### config.mk
export PLATFORM = sky130hd
export DESIGN_NAME = vga_capture
export DESIGN_NICKNAME = d
export VERILOG_FILES = /design/src/rtl/vga_capture.sv
export SDC_FILE = /design/constraint.sdc
export NUM_CORES = 1
export LEC_CHECK = 0
export ABC_CLOCK_PERIOD_IN_PS = 4500
export BUFFER_PORTS_ARGS = -buffer_cell sky130_fd_sc_hd__buf_2
export CORE_ASPECT_RATIO = 0.9
export CORE_UTILIZATION = 62
export CTS_CLUSTER_SIZE = 12
export DETAILED_ROUTE_END_ITERATION = 16
export PLACE_DENSITY = 0.92
export SKIP_LAST_GASP = 1
export SYNTH_ARGS = -nofsm -noshare
export SYNTH_HDL_FRONTEND = slang
export SYNTH_SLANG_ARGS = --single-unit
### constraint.sdc
create_clock -name vga_clk -period 4.5 [get_ports vga_clk]
set_input_delay 0.45 -clock vga_clk [delete_from_list [all_inputs] [get_ports vga_clk]]
set_output_delay 0.45 -clock vga_clk [all_outputs]
set_load 0.005 [all_outputs]
### src/rtl/vga_capture.sv
// vga_capture: receive side of the VGA timing. Registers the incoming syncs
// and pixel bus, measures line and frame lengths against the expected totals,
// acquires lock after a run of clean frames and then emits a pixel stream
// with x/y coordinates and sof/eol markers.
//
// Output stream: pix_valid is a one-cycle strobe with no backpressure. When
// pix_valid is 1, pix_data/pix_x/pix_y/sof/eol describe one pixel and must be
// taken that cycle; when it is 0, sof/eol are 0 and the data fields hold.
module vga_capture #(
  parameter int H_TOTAL     = 800,
  parameter int H_DE_START  = 144,
  parameter int H_ACTIVE    = 640,
  parameter int V_TOTAL     = 525,
  parameter int V_DE_START  = 35,
  parameter int V_ACTIVE    = 480,
  parameter int LOCK_FRAMES = 2
) (
  input  logic       vga_clk,
  input  logic       rst,
  input  logic       h_sync,
  input  logic       v_sync,
  input  logic [7:0] din,
  output logic [7:0] pix_data,
  output logic [9:0] pix_x,
  output logic [9:0] pix_y,
  output logic       pix_valid,
  output logic       sof,
  output logic       eol,
  output logic       locked,
  output logic       err,
  output logic [7:0] err_cnt
);

  // All position arithmetic is 10-bit; limits are truncated to match.
  localparam logic [9:0] H_TOT10 = 10'(H_TOTAL);
  localparam logic [9:0] H_DS10  = 10'(H_DE_START);
  localparam logic [9:0] H_DE10  = 10'(H_DE_START + H_ACTIVE - 1);
  localparam logic [9:0] V_TOT10 = 10'(V_TOTAL);
  localparam logic [9:0] V_DS10  = 10'(V_DE_START);
  localparam logic [9:0] V_DE10  = 10'(V_DE_START + V_ACTIVE - 1);
  localparam logic [3:0] LOCK_N  = 4'(LOCK_FRAMES);

  typedef enum logic [1:0] {
    SEARCH = 2'd0,
    CHECK  = 2'd1,
    LOCKED = 2'd2
  } state_t;

  state_t     state, state_nxt;
  logic [3:0] good, good_nxt;
  logic       lose_lock;

  logic       h1, h2, v1;
  logic [7:0] d1;
  logic [9:0] h_pos, v_pos;
  logic       v_low, frame_bad, seen_rise;

  logic h_rise, frame_start, timeout, line_err, frame_ok, active, pix_go;

  // Event decode. v_sync is only looked at on a line start, so skew between
  // the two syncs does not matter.
  assign h_rise      = h1 & ~h2;
  assign frame_start = h_rise & v1 & v_low;
  assign timeout     = ~h_rise & (h_pos == 10'h3FF);
  assign line_err    = h_rise & seen_rise & ((h_pos + 10'd1) != H_TOT10);
  assign frame_ok    = ((v_pos + 10'd1) == V_TOT10) & ~frame_bad & ~line_err;
  assign active      = (h_pos >= H_DS10) && (h_pos <= H_DE10) &&
                       (v_pos >= V_DS10) && (v_pos <= V_DE10);
  assign pix_go      = (state == LOCKED) & active & ~lose_lock;
  assign locked      = (state == LOCKED);

  // Input registers: two stages on h_sync for edge detect, one on the rest.
  always_ff @(posedge vga_clk) begin
    if (rst) begin
      h1 <= 1'b0;
      h2 <= 1'b0;
      v1 <= 1'b0;
      d1 <= 8'd0;
    end else begin
      h1 <= h_sync;
      h2 <= h1;
      v1 <= v_sync;
      d1 <= din;
    end
  end

  // Position counters and frame bookkeeping flags.
  always_ff @(posedge vga_clk) begin
    if (rst) begin
      h_pos     <= 10'd0;
      v_pos     <= 10'd0;
      v_low     <= 1'b0;
      frame_bad <= 1'b0;
      seen_rise <= 1'b0;
    end else begin
      if (h_rise)                h_pos <= 10'd0;
      else if (h_pos != 10'h3FF) h_pos <= h_pos + 10'd1;

      if (frame_start)                    v_pos <= 10'd0;
      else if (h_rise && v_pos != 10'h3FF) v_pos <= v_pos + 10'd1;

      if (frame_start) v_low <= 1'b0;
      else if (!v1)    v_low <= 1'b1;

      if (frame_start)   frame_bad <= 1'b0;
      else if (line_err) frame_bad <= 1'b1;

      // The first line start seen in SEARCH has no previous line to measure.
      if (state == SEARCH) seen_rise <= h_rise;
      else if (h_rise)     seen_rise <= 1'b1;
    end
  end

  // FSM state and clean-frame counter register.
  always_ff @(posedge vga_clk) begin
    if (rst) begin
      state <= SEARCH;
      good  <= 4'd0;
    end else begin
      state <= state_nxt;
      good  <= good_nxt;
    end
  end

  // FSM next state: SEARCH waits for a frame start, CHECK counts clean
  // frames, LOCKED drops back to SEARCH on any timing fault.
  always_comb begin
    state_nxt = state;
    good_nxt  = good;
    lose_lock = 1'b0;
    case (state)
      SEARCH: begin
        if (frame_start) begin
          state_nxt = CHECK;
          good_nxt  = 4'd0;
        end
      end
      CHECK: begin
        if (timeout) begin
          good_nxt = 4'd0;
        end else if (frame_start) begin
          if (frame_ok) begin
            good_nxt = good + 4'd1;
            if ((good + 4'd1) == LOCK_N) state_nxt = LOCKED;
          end else begin
            good_nxt = 4'd0;
          end
        end
      end
      LOCKED: begin
        if (line_err || timeout || (frame_start && !frame_ok)) begin
          state_nxt = SEARCH;
          lose_lock = 1'b1;
        end
      end
      default: state_nxt = SEARCH;
    endcase
  end

  // Pixel output register plus lock-loss pulse and saturating loss counter.
  always_ff @(posedge vga_clk) begin
    if (rst) begin
      pix_data  <= 8'd0;
      pix_x     <= 10'd0;
      pix_y     <= 10'd0;
      pix_valid <= 1'b0;
      sof       <= 1'b0;
      eol       <= 1'b0;
      err       <= 1'b0;
      err_cnt   <= 8'd0;
    end else begin
      pix_valid <= pix_go;
      sof       <= pix_go & (h_pos == H_DS10) & (v_pos == V_DS10);
      eol       <= pix_go & (h_pos == H_DE10);
      if (pix_go) begin
        pix_data <= d1;
        pix_x    <= h_pos - H_DS10;
        pix_y    <= v_pos - V_DS10;
      end
      err <= lose_lock;
      if (lose_lock && err_cnt != 8'hFF) err_cnt <= err_cnt + 8'd1;
    end
  end

endmodule

==> flow_summary_export.csv <==
group,metric,value,unit
status,outcome,"completed",
synthesis,synthFlopType,"dfxtp_1",
timing,period_minus_slack,3140,ps
clocking,clock_path_buffers,2,
global_route,grt_overflow,0,
floorplan,core,6110,um2
worst_setup_path,cp.buffers_inverters,0,
detailed_routing,avgViaCountPerCell,5.96,
floorplan,dieWidth,86.0,um
timing,worst_pin_slew,1080,ps
worst_hold_path,hp-class,"in2reg",
timing,setup-tns-final,0,ps
timing,clock_skew,8.48,ps
global_route,grt_use_total,0.294,
worst_setup_path,reg2reg_to,"pix_x[6]$_SDFFE_PP0N_",
worst_hold_path,whs_path_depth,2,
clocking,cts_resized,0,
detailed_routing,drc,0,
floorplan,die_h,77.6,um
worst_setup_path,cp-start-kind,"flip-flop",
synthesis,seq_area_frac_synth,0.407,
synthesis,yosysTopAreaCellShare,0.407,
detailed_routing,ant_nets,0,
floorplan,num_io_pins,53,
synthesis,synth_edf_count,0,
worst_setup_path,crit_type,"reg2reg",
detailed_routing,dr.pass1.iters,4,
global_route,antenna_found_initial,0,
cells_and_area,drive_gt1_frac,0.187,
worst_setup_path,path_cells,"ha_1 > or3b_4 > a2111oi_4 > o2bb2ai_2 > a2111o_1 > nor2_4 > a311oi_1",
cells_and_area,nNetsFinal,509,
global_route,grt_max_degree,59,
synthesis,ys_types,62,
worst_setup_path,cp_num_cells,7,
synthesis,synth_fp_nets,474,
cells_and_area,syn_to_final_growth,10.0,%
worst_setup_path,crit_start,"v_pos[0]$_SDFFE_PP0P_",
clocking,htreeDepth,3,
global_route,grt_pass1_vias,3227,
clocking,cts_tree,"built",
floorplan,num_rows,27,
cells_and_area,fill_cells,457,
synthesis,syn_area,3940,um2
clocking,cts_num_sinks,80,
timing,hold_viol_final,0,
worst_setup_path,timing.reg2reg.worst_path_depth,7,
place,gp_congestion,0.955,
worst_setup_path,endpoint,"pix_x[6]$_SDFFE_PP0N_",
synthesis,yosysTopAreaCell,"dfxtp_1",
synthesis,syn_area_per_cell,8.73,um2
worst_setup_path,crit_required,4720,ps
cells_and_area,diodes,0,
worst_setup_path,critical_path.top_delay_family,"compound AO/OA/AOI/OAI gates",
place,hpwlAfterDp,6230,um
worst_setup_path,worstPathMaxFanout,20,
power_and_ir_drop,leakage,1.60,nW
synthesis,synth_warnings,0,
timing,slew_headroom,0.275,
detailed_routing,wirelength,9050,um
clocking,postCtsSetupBuffers,0,
power_and_ir_drop,power.density,299,nW/um2
worst_setup_path,max_stage_delay,720,ps
floorplan,initial_core_util,0.644,
synthesis,ys_ff_latch,80,
synthesis,synth_cells,451,
detailed_routing,wire_per_inst,15.7,um
flow_run,maxCapViolCount,0,
worst_setup_path,r2r_start,"v_pos[0]$_SDFFE_PP0P_",
worst_setup_path,r2r_setup_slack,1360,ps
clocking,path_clk_slew,80,ps
timing,rsz0062_at_grt,"false",
worst_setup_path,arrival,3360,ps
worst_setup_path,critPathCaptureType,"flip-flop",
clocking,cts_buffers,9,
global_route,grt_pass1_wl,15500,um
power_and_ir_drop,finalPower,1.30,mW
timing,setup_viol,0,
worst_setup_path,crit_slowest_cell,"a2111o_1",
detailed_routing,drt_iter0_drc,241,
synthesis,synthTopCellsByArea,"dfxtp_1 (41%), a21oi_1 (5.5%), xnor2_1 (4.2%), nand3_1 (3.6%), ha_1 (3.5%)",
power_and_ir_drop,max-vdd-ir-drop,0.203,mV
clocking,cts_hold_buf,0,
synthesis,async_reset_ff_frac,0,
timing,slew_viol_final,0,
floorplan,die_area,6670,um2
clocking,clk_latency,360,ps
clocking,ctsRootBufferMaster,"clkbuf_8",
place,io_buffers,52,
timing,finalCritPeriodShare,0.697,
detailed_routing,num_vias,3443,
timing,max_freq,319,MHz
==> synth_stat cells, types with 7 or more instances <==
cell and n:
nor2_1 36, nor3_1 10, xnor2_1 19, a211oi_1 8
a21oi_1 43, nand3_1 28, buf_4 9, clkbuf_1 9
nor2b_1 15, inv_1 15, dfxtp_1 80, o21ai_0 22
buf_2 9, nand4_1 7, ha_1 11, nand2_1 30
==> power by group <==
| group | internal (mW) | switching, mW |
|---|---|---|
| clock network | 0.256 | 0.269 |
| registers | 0.717 | 0.00883 |
| logic | 0.0166 | 0.0300 |
==> flip-flops by register name, summed over array words and instances, names as in the netlist, 2 cells and up <==
| register | flops |
|---|---|
| d1 | 8 |
| err_cnt | 8 |
| good | 4 |
| h_pos | 10 |
| pix_data | 8 |
| pix_x | 10 |
| pix_y | 10 |
| state | 2 |
| v_pos | 10 |
==> final cells by class <==
class	instances	area, um2	area share
Clock buffer	9	124	0.0286
Clock inverter	7	72.6	0.0168
Inverter	16	60.1	0.0139
Multi-Input combinational cell	323	2070	0.479
Sequential cell	80	1600	0.370
Tap cell	87	109	0.0251
Timing Repair Buffer	56	290	0.0670
==> layer usage <==
metal	track usage	wire length (um)
met1	0.394	4040
met3	0.0553	496
met4	0.145	241
met5	0	0
met2	0.455	4270
==> through the flow <==
stage,hold slack (ps),setup WS [ps],util,instances,instance area (um2)
final,290,1360,0.708,578,4330
after detailed placement,434,1420,0.676,562,4140
after global placement,416,1500,0.676,562,4140
after global routing,277,1190,0.708,578,4330
after floorplan,404,2010,-,451,3940
after CTS,278,1400,0.708,578,4330
==> layout by cell type (no fill, tap or decap), types with 4 or more instances in the layout <==
| cell type | instances |
|---|---|
| o31ai_1 | 4 |
| and3_1 | 5 |
| nand4_1 | 7 |
| o211ai_1 | 4 |
| o21ai_0 | 22 |
| or4_1 | 4 |
| ha_1 | 11 |
| a21oi_1 | 43 |
| nand2b_1 | 5 |
| nor2b_1 | 15 |
| xor2_1 | 6 |
| xnor2_1 | 19 |
| clkbuf_8 | 9 |
| dfxtp_1 | 80 |
| nor3b_1 | 4 |
| nor2_1 | 36 |
| nand3_1 | 28 |
| or3_1 | 5 |
| nor3_1 | 10 |
| buf_2 | 52 |
| inv_1 | 15 |
| buf_4 | 4 |
| nor4_1 | 5 |
| nand2_1 | 30 |
| a211oi_1 | 8 |
==> cells by family after synthesis <==
kind of cell	Yosys count	share of synthesized area
adder cells (fa/ha/maj)	11	0.0350
buffers and inverters	48	0.0661
AO/OA/AOI/OAI	114	0.202
XOR/XNOR	25	0.0556
AND/OR/NAND/NOR	169	0.224
multiplexers	4	0.0105
flip-flops	80	0.407
==> worst reg2reg max path, stage by stage, from the launching register on <==
cell	delay, ps
dfxtp_1	410
ha_1	400
or3b_4	440
a2111oi_4	360
o2bb2ai_2	170
a2111o_1	730
nor2_4	350
a311oi_1	140
==> worst min path at each step <==
stage,to,slack (ps),startpoint
after global placement,v_low$_SDFFE_PP0N_,420,v1$_SDFF_PP0_
after detailed placement,v_low$_SDFFE_PP0N_,430,v1$_SDFF_PP0_
after floorplan,v_low$_SDFFE_PP0N_,400,v1$_SDFF_PP0_
after CTS,d1[5]$_SDFF_PP0_,280,din[5]
final,d1[5]$_SDFF_PP0_,290,din[5]
after global routing,d1[5]$_SDFF_PP0_,280,din[5]
Note: power is estimated with default switching activity, not from simulation.
